`config.mk`:
```
export PLATFORM = sky130hd
export DESIGN_NAME = serial_pattern_tx
export DESIGN_NICKNAME = d
export VERILOG_FILES = /design/src/rtl/pattern_pkg.sv /design/src/rtl/bit_counter.sv /design/src/rtl/serial_pattern_tx.sv
export SDC_FILE = /design/constraint.sdc
export NUM_CORES = 1
export LEC_CHECK = 0
export ABC_AREA = 1
export BUFFER_PORTS_ARGS = -buffer_cell sky130_fd_sc_hd__clkbuf_2
export CAP_MARGIN = 30
export CELL_PAD_IN_SITES_DETAIL_PLACEMENT = 0
export CELL_PAD_IN_SITES_GLOBAL_PLACEMENT = 2
export CORE_MARGIN = 4
export CORE_UTILIZATION = 35
export CTS_BUF_LIST = sky130_fd_sc_hd__clkbuf_2
export CTS_CLUSTER_SIZE = 28
export DETAILED_ROUTE_END_ITERATION = 16
export PLACE_DENSITY = 0.95
export RECOVER_POWER = 25
export SLEW_MARGIN = 20
export SYNTH_ARGS = -nofsm -noshare
export SYNTH_HDL_FRONTEND = slang
export SYNTH_HIERARCHICAL = 1
export SYNTH_SLANG_ARGS = --single-unit
```
`constraint.sdc`:
```
create_clock -name clk -period 3.2 [get_ports clk]
set_input_delay 0.48 -clock clk [delete_from_list [all_inputs] [get_ports clk]]
set_output_delay 0.48 -clock clk [all_outputs]
set_load 0.02 [all_outputs]
```
`src/rtl/pattern_pkg.sv`:
```
// Shared types and defaults for the serial pattern transmitter.
// Holds the FSM state enum, default sizes and the reference test word.
package pattern_pkg;

  typedef enum logic [1:0] {
    IDLE,
    SHIFT,
    GAP
  } tx_state_t;

  localparam int DEF_WIDTH = 16;
  localparam int DEF_GAP_CYCLES = 1;

  localparam logic [15:0] PAT_DEFAULT = 16'h5772;

  // Counter width for n states, never below one bit.
  function automatic int cnt_w(input int n);
    return (n > 1) ? $clog2(n) : 1;
  endfunction

endpackage

```
`src/rtl/bit_counter.sv`:
```
// Up/down counter with clear, load, enable and terminal-count flag.
// Ports: clk, rst (async active-low), clr, load, ld_val, en, tc.
module bit_counter
  import pattern_pkg::*;
#(
  parameter int           W    = 4,
  parameter bit           DOWN = 1'b0,
  parameter logic [W-1:0] TERM = '1
) (
  input  logic         clk,
  input  logic         rst,
  input  logic         clr,
  input  logic         load,
  input  logic [W-1:0] ld_val,
  input  logic         en,
  output logic         tc
);

  logic [W-1:0] q;

  always_ff @(posedge clk or negedge rst) begin
    if (!rst) begin
      q <= '0;
    end else if (clr) begin
      q <= '0;
    end else if (load) begin
      q <= ld_val;
    end else if (en) begin
      q <= DOWN ? q - 1'b1 : q + 1'b1;
    end
  end

  assign tc = (q == TERM);

endmodule

```
`src/rtl/serial_pattern_tx.sv`:
```
// Serial transmitter: parallel word in by valid/ready, LSB first out.
// Ports: clk, rst, in_data/in_valid/in_ready, hold, outp, out_valid, busy, done.
module serial_pattern_tx
  import pattern_pkg::*;
#(
  parameter int WIDTH      = DEF_WIDTH,
  parameter int GAP_CYCLES = DEF_GAP_CYCLES
) (
  input  logic             clk,
  input  logic             rst,
  input  logic [WIDTH-1:0] in_data,
  input  logic             in_valid,
  output logic             in_ready,
  input  logic             hold,
  output logic             outp,
  output logic             out_valid,
  output logic             busy,
  output logic             done
);

  localparam int CW = $clog2(WIDTH);
  localparam int GW = cnt_w(GAP_CYCLES);

  localparam logic [CW-1:0] LAST =
    CW'(WIDTH - 1);
  localparam logic [GW-1:0] GLOAD =
    GW'((GAP_CYCLES > 0) ? GAP_CYCLES - 1 : 0);

  tx_state_t        state;
  logic [WIDTH-1:0] sreg;

  logic accept;
  logic step;
  logic last;
  logic cnt_tc;
  logic gap_tc;
  logic gap_en;

  assign accept = in_valid && (state == IDLE);
  assign step   = (state == SHIFT) && !hold;
  assign last   = step && cnt_tc;
  // Park the gap counter at zero instead of wrapping.
  assign gap_en = (state == GAP) && !gap_tc;

  // Cleared after the last bit so it rests at zero in IDLE.
  bit_counter #(
    .W    (CW),
    .DOWN (1'b0),
    .TERM (LAST)
  ) u_cnt (
    .clk    (clk),
    .rst    (rst),
    .clr    (accept || last),
    .load   (1'b0),
    .ld_val ('0),
    .en     (step),
    .tc     (cnt_tc)
  );

  bit_counter #(
    .W    (GW),
    .DOWN (1'b1),
    .TERM ('0)
  ) u_gap (
    .clk    (clk),
    .rst    (rst),
    .clr    (1'b0),
    .load   (last),
    .ld_val (GLOAD),
    .en     (gap_en),
    .tc     (gap_tc)
  );

  always_ff @(posedge clk or negedge rst) begin
    if (!rst) begin
      state <= IDLE;
      sreg  <= '0;
    end else begin
      unique case (state)
        IDLE: begin
          if (accept) begin
            state <= SHIFT;
            sreg  <= in_data;
          end
        end
        SHIFT: begin
          if (step) begin
            sreg <= sreg >> 1;
            if (cnt_tc) begin
              state <= (GAP_CYCLES > 0) ? GAP : IDLE;
            end
          end
        end
        GAP: begin
          if (gap_tc) begin
            state <= IDLE;
          end
        end
        default: state <= IDLE;
      endcase
    end
  end

  // Decoded from registered state; only out_valid/done see hold.
  assign in_ready  = (state == IDLE);
  assign busy      = (state != IDLE);
  assign outp      = (state == SHIFT) && sreg[0];
  assign out_valid = step;
  assign done      = last;

endmodule

```
### Yosys cells after proc, flatten, opt, wreduce, memory -nomap -nowiden

Index checks and enable logic that the tools add are counted.

| cells by class | value |
|---|---|
| multiplexer cells | 12 |
| reduce and logical (&&, ||, !) cells | 14 |
| equal/unequal tests | 7 |
| $add $sub $neg | 2 |

Operators with widths:

| kind | count |
|---|---|
| 16-bit 2-to-1 mux | 2 |
| 16-bit one-hot mux with 2 select lines | 1 |
| 2-bit 2-to-1 mux | 4 |
| 4-bit 2-to-1 mux | 2 |
| 2-bit nonzero test | 4 |
| 2-bit != test (second input constant) | 3 |
| 2-bit one-hot mux with 3 select lines | 1 |
| 1-bit logical AND | 5 |
| 4-bit by 1-bit adder with 4-bit output (second input constant) | 1 |
| 4-bit equality test (second input constant) | 1 |
| 4-bit AND reduction | 1 |
| 3-bit AND reduction | 1 |
| 2-bit by 1-bit equality test with 1-bit output (second input constant) | 1 |
| 2-bit equality test (second input constant) | 1 |
| 2-bit zero test | 1 |
| 1-bit 2-to-1 mux | 2 |
| 2-bit by 1-bit != test with 1-bit output (second input constant) | 1 |
| 1-bit zero test | 1 |
| 1-bit logical OR | 1 |
| 1-bit subtractor (second input constant) | 1 |

| storage, ports and cells | value |
|---|---|
| register bits | 23 |
| logic and storage cells | 39 |
| input bits | 20 |
| output and inout bits | 5 |

### Depth between registers and ports, before layout

Gate-level depths: netlist of the first run.

| depth | value |
|---|---|
| depth in word-level cells | 5 |
| mapped depth | 9 |

### Cells and area by module

The synthesis of the first run kept the hierarchy.

By module, submodules not included:

| module | seq. area each (sq um) | cells each | area each (sq um) | times used |
|---|---|---|---|---|
| serial_pattern_tx | 450.4 | 141 | 1081.0 | 1 |
| bit_counter (u_cnt) | 100.1 | 34 | 256.5 | 1 |
| bit_counter (u_gap) | 25.0 | 9 | 68.8 | 1 |

### Least setup slack after synthesis of the first run

OpenSTA, ideal clock, no wires.

| timing path | value |
|---|---|
| path type | register to output |
| from | reg state[1] |
| to | out done |
| data required time | 2720 ps |
| arrival | 1175 ps |
| cell stages (with the launch flop) | 5 |
| path slack | 1545 ps |
| path through | dfrtp_1 > inv_4 > nand3_4 > buf_4 > nor2_1 |

| on the way | value |
|---|---|
| cells in the longest elaborated chain, start to end | 3 |

Ends and longest elaborated chain:

| item | line | RTL |
|---|---|---|
| from (decl) | serial_pattern_tx.sv:29 | `tx_state_t state;` |
| from (signal assigned) | serial_pattern_tx.sv:90 | `state <= (GAP_CYCLES > 0) ? GAP : IDLE;` |
| 2-bit by 1-bit equality test with 1-bit output | serial_pattern_tx.sv:40 | `assign step = (state == SHIFT) && !hold;` |
| 1-bit logical AND | serial_pattern_tx.sv:40 |  |
| 1-bit logical AND | serial_pattern_tx.sv:41 | `assign last = step && cnt_tc;` |
| to (decl) | serial_pattern_tx.sv:18 | `output logic done` |

No other way between the ends.

### Worst setup path after layout of the first run

| timing path | value |
|---|---|
| from | reg state[0] |
| to | out done |

Same word-level chain as after synthesis.

==> results of run 1 <==
-- area by class of cell --
type,instances,area share (%)
Clock buffer,3,0.957
Tap cell,48,3.83
Inverter,13,3.27
Clock inverter,1,0.319
Multi-Input combinational cell,150,46.9
Sequential cell,23,36.7
Timing Repair Buffer,25,8.05
-- critical path, delay by kind of cell, from the launching register on --
kind / cells / cell delay [ns]
simple gates: 2 / 0.54
flops: 1 / 0.73
buf+inv: 1 / 0.20
-- cell families after synthesis --
family / Yosys count / synth area share (%)
XOR/XNOR: 1 / 0.623
flip-flops: 23 / 40.9
AND/OR/NAND/NOR: 126 / 43.1
adder cells (fa/ha/maj): 1 / 0.890
other: 1 / 0.267
buffers and inverters: 21 / 9.43
AO/OA/AOI/OAI: 11 / 4.80
-- power by group through the flow --
stage / clock (W) / sequential, W / combinational [W]
final: 0.000119 / 0.000489 / 0.000487
after global routing: 0.000139 / 0.000501 / 0.000571
after CTS: 0.000126 / 0.000486 / 0.000498
after detailed placement: 0 / 0.000492 / 0.000497
after global placement: 0 / 0.000494 / 0.000498
after floorplan: 0 / 0.000457 / 0.000450
-- through the flow --
stage	instance area [µm²]	hold WS (ns)	worst slack [ns]
final	1570	0.344	0.931
after global routing	1570	0.313	0.775
after CTS	1570	0.0813	0.920
after detailed placement	1550	0.497	1.26
after global placement	1550	0.490	1.34
after floorplan	1440	0.184	1.55
-- flip-flops by register name, indices dropped and copies added, names as in the netlist --
register  flops
u_cnt/q       4
state         2
u_gap/q       1
sreg         16
-- metal layers --
layer	up-vias	global-route usage (%)	wire length (µm)
li1	640	-	-
met1	534	16.7	1400
met2	19	19.4	1340
met3	2	3.79	132
met4	0	2.51	16
met5	-	0	0
-- placed cells by master, fill, tap and decap left out, types with 2 or more instances in the layout --
cell type / count
clkbuf_2: 26
conb_1: 11
dfrtp_1: 23
inv_1: 9
inv_2: 3
nand2_1: 69
nand2_2: 6
nand2_4: 2
nand3_1: 34
nor2_1: 8
o21ai_0: 3
o21ai_1: 5
-- path summary, 6_finish.rpt --
path                            cells past startpoint         from    endpoint  slack, ns
worst min register to register                      2      sreg[7]     sreg[7]       0.55
max in group asynchronous                           1          rst     sreg[5]       2.08
worst max-delay path                                3     state[0]        done       0.93
worst min-delay path                                1          rst  u_cnt/q[2]       0.34
min in group clk                                    3  in_data[15]    sreg[15]       0.35
worst max register to register                      8     state[0]  u_cnt/q[3]       1.23
==> out/qor.txt, run 1 <==
Post-Syn Area - 1410 µm²
Tightest Pin Transition - 1.28 ns
Worst setup EP type - primary output
initial DRC count - 88
Crit path largest cell delay - 0.73 ns
Die W - 71.4 µm
Initial Util - 37.3%
Worst Path Arrival - 1.79 ns
CTS tree - built
Leak - 0.880 nW
CP max FO - 21
setup TNS - 0 ns
final core area utilization - 41.6%
I/O Buffers - 24
register area - 576 µm²
CTS Sinks - 23
CTS Buf Count - 3
GR Overflow Total - 0
required time of the critical path - 2.72 ns
root buf cell - clkbuf_2
vias per cell - 4.54
post-route ant nets - 0
CP max-delay cell - dfrtp_1
TritonRoute pass-1 iters - 4
clock network power share - 10.9%
most frequent cells after synthesis - nand2_1, nand3_1, dfrtp_1, inv_1, nor2_1
first-pass GRT wire length - 5130 µm
Seq/Total Area, Yosys - 40.9%
placer's final routability congestion estimate - 0.766
post-CTS repair timing setup buffer count - 0
PD cells - 698 nW/µm²
Rows - 22
die area - 5100 µm²
number of synthesized register bits - 23
Max transition margin - 15.0%
critical path, cell by cell - nand3_4 -> nor2_1 -> clkbuf_2
Global Route Usage Sum - 12.3%
Final Hold Fails - 0
Clock transition at path regs - 0.24 ns
Syn Area/Cell - 7.64 µm²
P_sw - 0.000480 W
fmax - 441 MHz
post-DP HPWL - 2040 µm
worst-case clock skew - 0.0309 ns
largest net degree at the start of global routing - 24
top cell type's share of synthesized area - 40.9%
Design Power - 0.00110 W
WL/cell - 11.0 µm
fin crit share - 70.9%
hold_buf cts - 0
max cap viols - 0
ys async rst share - 100%
placed insts - 259
via count - 1,195
number of synthesized flops with an enable pin - 0
critical path class - reg2out
post-synthesis cell type count - 29
Final Non-Filler Cells - 263
Worst VDD drop - 0.260 mV
fraction of power consumed by sequential logic - 44.6%
DRC viols - 0
run status - finished, final reports clean
Die H - 71.4 µm
DRT Wirelength - 2890 µm
count leader, synth - nand2_1
fraction of layout cells with a size suffix above 1 - 21.9%
clock latency on the worst-skew pair - 0.35 ns
initial antenna violation count - 0
min Tclk post-route - 2.27 ns
Yosys Warn Count - 6
RSZ-0062 raised after global routing - false
CP Launch Type - flop
Logic pwr share - 44.5%
Synth Instances - 184
Net Sw Frac - 43.9%
worst hold path class - in2async
Synth area leaders - dfrtp_1, nand2_1, nand3_1, nand2_2, inv_1
maximum clock insertion buffer count - 2
Syn-to-layout area delta - 11.6%
Final Slew Violations - 0
Synth area leader - dfrtp_1
Fill cells - 410
vias in the first global route - 1,140
core area - 3770 µm²
Pint - 0.000615 W
IO Pins - 25
post-CTS resize count - 0
main flop type after synthesis - dfrtp_1
footprint of the multi-input gates - 736 µm²
Inserted Diodes - 0
NumNets Final - 237
# H-tree levels - 1
setup violators final - 0
Power figures use the tool's default switching activity.
==> run 2, diff against run 1 <==
- ABC_AREA: 1 -> 0
- CORE_UTILIZATION: 35 -> 34
- PLACE_DENSITY: 0.95 -> 0.87
- clock period: 3.2 -> 2 ns (I/O delays scaled with it)
==> run 2 against run 1 <==
Critical path depth rose by 1. Non-clock buffer count grew 3. Final cell count down 32%. Critical path type unchanged. Synthesized cell count shrank 46%. Combinational power increased by 120%. Worst setup slack lost 0.79 ns. Routed wire length fell by 27%. Via count shrank 33%. Largest cell class unchanged. Sequential cell count stayed put. Critical endpoint unchanged. Die area shrank 7.1%. Design area is 4.9% lower. First-iteration DRC count shrank 75%.
==> out/qor.txt, run 2 <==
TritonRoute pass-1 iters - 4 (unchanged)
Worst VDD drop - 0.439 mV (+69%)
initial antenna violation count - 0 (unchanged)
PD cells - 1350 nW/µm² (+94%)
via count - 803 (-33%)
Inserted Diodes - 0 (unchanged)
Reg2Reg Depth - 5 (-3)
most frequent cells in the layout - clkbuf_2, dfrtp_1, mux2_2
Top reg by flops - sreg
Tightest Pin Transition - 1.25 ns (-0.0297 ns)
Leak - 0.719 nW (-18%)
setup violators final - 0 (unchanged)
WL/cell - 11.7 µm (+6.3%)
Rows - 21 (-4.5%)
most common cell after layout, fill and taps aside - clkbuf_2
IO Pins - 25 (unchanged)
main flop type after synthesis - dfrtp_1
Fill cells - 342 (-17%)
Clock transition at path regs - 0.22 ns (-0.02 ns)
root buf cell - clkbuf_2
CTS Buf Count - 3 (unchanged)
core area - 3440 µm² (-8.7%)
Synth area leaders - dfrtp_1, mux2_2, mux2_4, mux2_1, inv_1
setup TNS - 0 ns (unchanged)
number of synthesized register bits - 23 (unchanged)
count leader, synth - dfrtp_1
required time of the critical path - 1.70 ns (-1.02 ns)
first-pass GRT wire length - 3640 µm (-29%)
Largest delay share family, worst path - flip-flops
Final Hold Fails - 0 (unchanged)
Critical path origin - u_cnt/q[0]
clock latency on the worst-skew pair - 0.33 ns (-0.02 ns)
DRC viols - 0 (unchanged)
Global Route Usage Sum - 10.4% (-1.9 points)
Initial Util - 36.5% (-0.76 points)
I/O Buffers - 24 (unchanged)
fin crit share - 92.9%
crit path to - done
max reg flops - 16 (unchanged)
critical path, cell by cell - ha_1 -> and3_1 -> nor3b_4 -> clkbuf_2
post-route ant nets - 0 (unchanged)
Die H - 68.8 µm (-3.6%)
CTS Sinks - 23 (unchanged)
NumNets Final - 156 (-34%)
Die W - 68.8 µm (-3.6%)
Synth area leader - dfrtp_1
number of synthesized flops with an enable pin - 0 (unchanged)
Max transition margin - 16.9% (+2.0 points)
worst hold path class - in2reg
post-synthesis cell type count - 31 (+6.9%)
ys async rst share - 100% (unchanged)
largest registers - sreg (16), u_cnt/q (4), state (2)
Worst setup EP type - primary output
Seq/Total Area, Yosys - 45.8% (+4.8 points)
Worst Path Arrival - 1.56 ns (-0.23 ns)
Yosys Warn Count - 6 (unchanged)
vias in the first global route - 824 (-28%)
DRT Wirelength - 2110 µm (-27%)
fraction of layout cells with a size suffix above 1 - 44.8% (+23 points)
CP max-delay cell - dfrtp_1
# H-tree levels - 1 (unchanged)
CP max FO - 4 (-81%)
reg-to-reg critical path endpoint - u_cnt/q[1]
post-DP HPWL - 1550 µm (-24%)
CP Launch Type - flop
Syn Area/Cell - 12.6 µm² (+65%)
Post-Syn Area - 1260 µm² (-11%)
R2R Path Start - state[1]
Worst Hold Margin - 0.182 ns (-0.162 ns)
Syn-to-layout area delta - 18.7%
GR Overflow Total - 0 (unchanged)
run status - finished, final reports clean
fmax - 538 MHz
largest net degree at the start of global routing - 24 (unchanged)
Final Slew Violations - 0 (unchanged)
RSZ-0062 raised after global routing - false
Synth Instances - 100 (-46%)
CTS tree - built
vias per cell - 4.46 (-1.8%)
critical path class - reg2out
r2r setup slk - 0.41 ns (-0.82 ns)
worst-case clock skew - 0.00798 ns (-0.0229 ns)
top cell type's share of synthesized area - 45.8% (+4.8 points)
maximum clock insertion buffer count - 2 (unchanged)
die area - 4740 µm² (-7.1%)
Crit path largest cell delay - 0.43 ns (-0.30 ns)
most frequent cells after synthesis - dfrtp_1, mux2_2, mux2_4, inv_1, mux2_1
initial DRC count - 22 (-75%)
min Tclk post-route - 1.86 ns
placer's final routability congestion estimate - 0.768 (+0.30%)
WP depth - 4 (+1)
Buf+Inv Stages, Crit Path - 1 (unchanged)
max cap viols - 0 (unchanged)
## run 2: cell count changes after synthesis, moves of 3 or more
cell	delta
mux2_2	+15
mux2_4	+9
xnor2_1	+3
inv_2	-3
nand3_1	-33
nor2_1	-4
nand2b_1	+3
o21ai_0	-3
nand2_2	-6
mux2_1	+7
o21ai_1	-4
nand2_1	-68
a21oi_1	+3
## run 2: worst min-delay path by stage
stage                 from  endpoint  slack, ns  cells after the start
6_report       in_data[15]  sreg[15]       0.18                      3
5_1_grt        in_data[15]  sreg[15]       0.16                      3
4_1_cts        in_data[15]  sreg[15]       0.16                      3
3_3_place_gp           rst   sreg[6]       0.32                      1
2_1_floorplan          rst   sreg[0]      0.004                      0
3_5_place_dp           rst   sreg[6]       0.33                      1
## run 2: cell type report
type                       count  area [µm²]  area share [%]
timing repair buffer          28         151            10.1
tap                           46        57.6            3.86
clock buffer                   3        15.0            1.01
sequential                    23         578            38.7
clock inverter                 1        7.51           0.503
inverter                       7        26.3            1.76
multi-input combinational     72         657            44.0
## run 2: worst register-to-register path, delay by kind of cell (launching register included)
family / cells / cell delay [ns]
flip-flops: 1 / 0.49
multiplexers: 2 / 0.48
AND/OR/NAND/NOR: 3 / 0.53
## run 2: cell families after synthesis
group	Yosys count	synth area share [%]
multiplexers	33	32.0
other	1	0.298
AO/OA/AOI/OAI	9	5.27
XOR/XNOR	4	2.79
flip-flops	23	45.8
adder cells (fa/ha/maj)	1	0.995
buffers and inverters	11	4.88
AND/OR/NAND/NOR	18	7.96
## run 2: layer usage
metal	GRT usage (%)	vias up	part of all wire (%)
met5	0	-	0
met2	18.0	16	46
met3	2.27	2	5.3
met1	12.6	375	49
met4	3.65	0	0.43
li1	-	410	-
## run 2: what timing repair did
action | CTS | global route
cloned | 0 | 0
endpoints found under the hold margin | 23 | 0
pin swaps | 0 | 1
hold buffers | 1 | 0
resized for setup | 1 | 4
setup endpoints to repair | 1 | 3
setup buffers | 0 | 1
## run 2: power by group
| part | switching (W) | internal [W] |
|---|---|---|
| logic | 0.000419 | 0.000628 |
| clock network | 0.000146 | 0.0000465 |
| registers | 0.000116 | 0.000663 |
## run 2: per-stage QoR
stage	setup WS (ns)	utilization [%]	instance area [µm²]	total power [W]	instances
after floorplan	0.257	-	1280	0.00165	106
after global placement	0.374	41.8	1440	0.00179	174
after detailed placement	0.326	41.8	1440	0.00182	174
after CTS	0.0561	42.9	1480	0.00203	179
after global routing	0.00835	43.4	1490	0.00219	180
final	0.141	43.4	1490	0.00202	180
==> run 3, diff against run 2 <==
--- a/config.mk
+++ b/config.mk
@@ -9,5 +9,5 @@
 export BUFFER_PORTS_ARGS = -buffer_cell sky130_fd_sc_hd__clkbuf_2
 export CAP_MARGIN = 30
-export CELL_PAD_IN_SITES_DETAIL_PLACEMENT = 0
+export CELL_PAD_IN_SITES_DETAIL_PLACEMENT = 2
 export CELL_PAD_IN_SITES_GLOBAL_PLACEMENT = 2
 export CORE_MARGIN = 4
==> constraint.sdc (replaced) <==
create_clock -name clk -period 2 [get_ports clk]
set_input_delay 0.3 -clock clk [delete_from_list [all_inputs] [get_ports clk]]
set_output_delay 0.3 -clock clk [all_outputs]
set_load 0.1 [all_outputs]
==> run 3 against run 2 <==
Largest power group unchanged. Count of clock-buffer cells in the layout up 1. Core utilization up 3.5 points. Non-clock buffer count increased by 7.
==> out/qor.txt, run 3 (synthesis gave the netlist of run 2 again) <==
run status - finished, final reports clean
I/O Buffers - 24 (unchanged)
Inserted Diodes - 0 (unchanged)
via count - 888 (+11%)
Initial Util - 36.5% (unchanged)
Buf+Inv Stages, Crit Path - 1 (unchanged)
most frequent cells in the layout - clkbuf_2, dfrtp_1, mux2_2
GR Overflow Total - 0 (unchanged)
Worst VDD drop - 0.646 mV (+47%)
Leak - 0.773 nW (+7.6%)
NumNets Final - 163 (+4.5%)
largest net degree at the start of global routing - 24 (unchanged)
clock latency on the worst-skew pair - 0.36 ns (+0.03 ns)
most common cell after layout, fill and taps aside - clkbuf_2
R2R Path Start - u_cnt/q[0]
CTS tree - built
Syn-to-layout area delta - 28.4%
Worst Path Arrival - 1.66 ns (+0.10 ns)
Hold EP - sreg[15]
vias per cell - 4.75 (+6.4%)
r2r setup slk - 0.28 ns (-0.13 ns)
worst-case clock skew - 0.0119 ns (+0.00396 ns)
reg-to-reg critical path endpoint - u_cnt/q[3]
fraction of layout cells with a size suffix above 1 - 50.4% (+5.6 points)
DP Worst Slack - 0.252 ns (-0.0741 ns)
die area - 4740 µm² (unchanged)
Global Route Usage Sum - 14.4% (+4.0 points)
setup violators final - 0 (unchanged)
DRC viols - 0 (unchanged)
initial antenna violation count - 0 (unchanged)
Die H - 68.8 µm (unchanged)
worst hold path cell count - 3 (unchanged)
CP max FO - 3 (-1)
max reg flops - 16 (unchanged)
critical path, cell by cell - ha_2 -> and3_4 -> nor3b_4 -> buf_12
max cap viols - 0 (unchanged)
placed insts - 174 (unchanged)
first-pass GRT wire length - 4920 µm (+35%)
CTS Buf Count - 3 (unchanged)
# H-tree levels - 1 (unchanged)
CP max-delay cell - dfrtp_1
final core area utilization - 46.9% (+3.5 points)
TritonRoute pass-1 iters - 2 (-2)
fmax - 510 MHz (-5.2%)
critical path class - reg2out
worst hold path class - in2reg
CP Launch Type - flop
core area - 3440 µm² (unchanged)
Top reg by flops - sreg
Final Hold Fails - 0 (unchanged)
required time of the critical path - 1.70 ns (about the same)
Worst Hold Launch - in_data[15]
Crit path largest cell delay - 0.44 ns (about the same)
Clock transition at path regs - 0.23 ns (about the same)
post-DP HPWL - 2340 µm (+51%)
DRT Wirelength - 3110 µm (+48%)
Reg2Reg Depth - 7 (+2)
Rows - 21 (unchanged)
Final Slew Violations - 0 (unchanged)
CTS Sinks - 23 (unchanged)
fin crit share - 98.1% (+5.1 points)
WL/cell - 16.6 µm (+42%)
Largest delay share family, worst path - flip-flops
Fill cells - 360 (+5.3%)
post-route ant nets - 0 (unchanged)
root buf cell - clkbuf_2
Final Non-Filler Cells - 187 (+3.9%)
vias in the first global route - 1,047 (+27%)
Max transition margin - 14.9% (-2.1 points)
PD cells - 1570 nW/µm² (+16%)
Die W - 68.8 µm (unchanged)
largest registers - sreg (16), u_cnt/q (4), state (2)
Worst setup EP type - primary output
setup TNS - 0 ns (unchanged)
initial DRC count - 31 (+41%)
placer's final routability congestion estimate - 0.704 (-8.3%)
maximum clock insertion buffer count - 2 (unchanged)
setup ws final - 0.0387 ns (-0.103 ns)
IO Pins - 25 (unchanged)
Tightest Pin Transition - 1.28 ns (+0.0313 ns)
min Tclk post-route - 1.96 ns (+0.103 ns)
RSZ-0062 raised after global routing - true
-- run 3: cell count changes in the layout (fill, tap and decap cells not counted), sizes merged --
cell and delta:
buf +10, clkbuf -2, clkinvlp -1
-- run 3: layout make-up --
type                            count  area, µm²  area share (%)
Clock buffer                        4       20.0            1.24
Inverter                            7       26.3            1.63
Multi-Input combinational cell     72        679            42.1
Sequential cell                    23        578            35.8
Tap cell                           46       57.6            3.57
Timing Repair Buffer               35        253            15.7
-- run 3: metrics by stage --
| step | total power [W] | hold WS, ns | area [µm²] |
|---|---|---|---|
| after floorplan | 0.00193 | 0.00441 | 1310 |
| after global placement | 0.00216 | 0.321 | 1510 |
| after detailed placement | 0.00226 | 0.336 | 1510 |
| after CTS | 0.00248 | 0.186 | 1560 |
| after global routing | 0.00270 | 0.123 | 1610 |
| final | 0.00253 | 0.184 | 1610 |
-- run 3: worst reg2reg max path, delay by kind of cell (launching register included) --
family	cells	cell delay [ns]
compound gates	3	0.61
fa+ha+maj	1	0.20
buf+inv	1	0.11
flops	1	0.44
simple gates	2	0.28
-- run 3: report_power, final --
part           internal (W)  leakage, nW  switching, W
sequential         0.000664        0.283      0.000139
clock             0.0000528       0.0166      0.000151
combinational      0.000772        0.474      0.000754
total               0.00149        0.773       0.00104
-- run 3: timing repair --
item                                   4_1_cts  5_1_grt
endpoints found under the hold margin       23        0
hold buffers                                 1        0
resized for setup                            4        2
setup endpoints to repair                    2        2
pin swaps                                    0        1
setup buffers                                1        7
-- run 3: per-layer routing --
| metal | track usage (%) | share of wire (%) |
|---|---|---|
| met2 | 29.2 | 56 |
| met5 | 0 | 0 |
| met4 | 5.84 | 2.2 |
| met3 | 2.11 | 3.0 |
| met1 | 14.2 | 39 |
-- run 3: worst max-delay path by stage --
stage	to	depth (start not counted)	from	slack [ns]
floorplan	u_gap/q	4	state[1]	-0.04
global placement	sreg[12]	4	state[0]	0.38
detailed placement	sreg[13]	4	state[0]	0.25
CTS	done	4	u_cnt/q[0]	0.009
global route	done	4	u_cnt/q[1]	-0.07
finish	done	4	u_cnt/q[0]	0.04
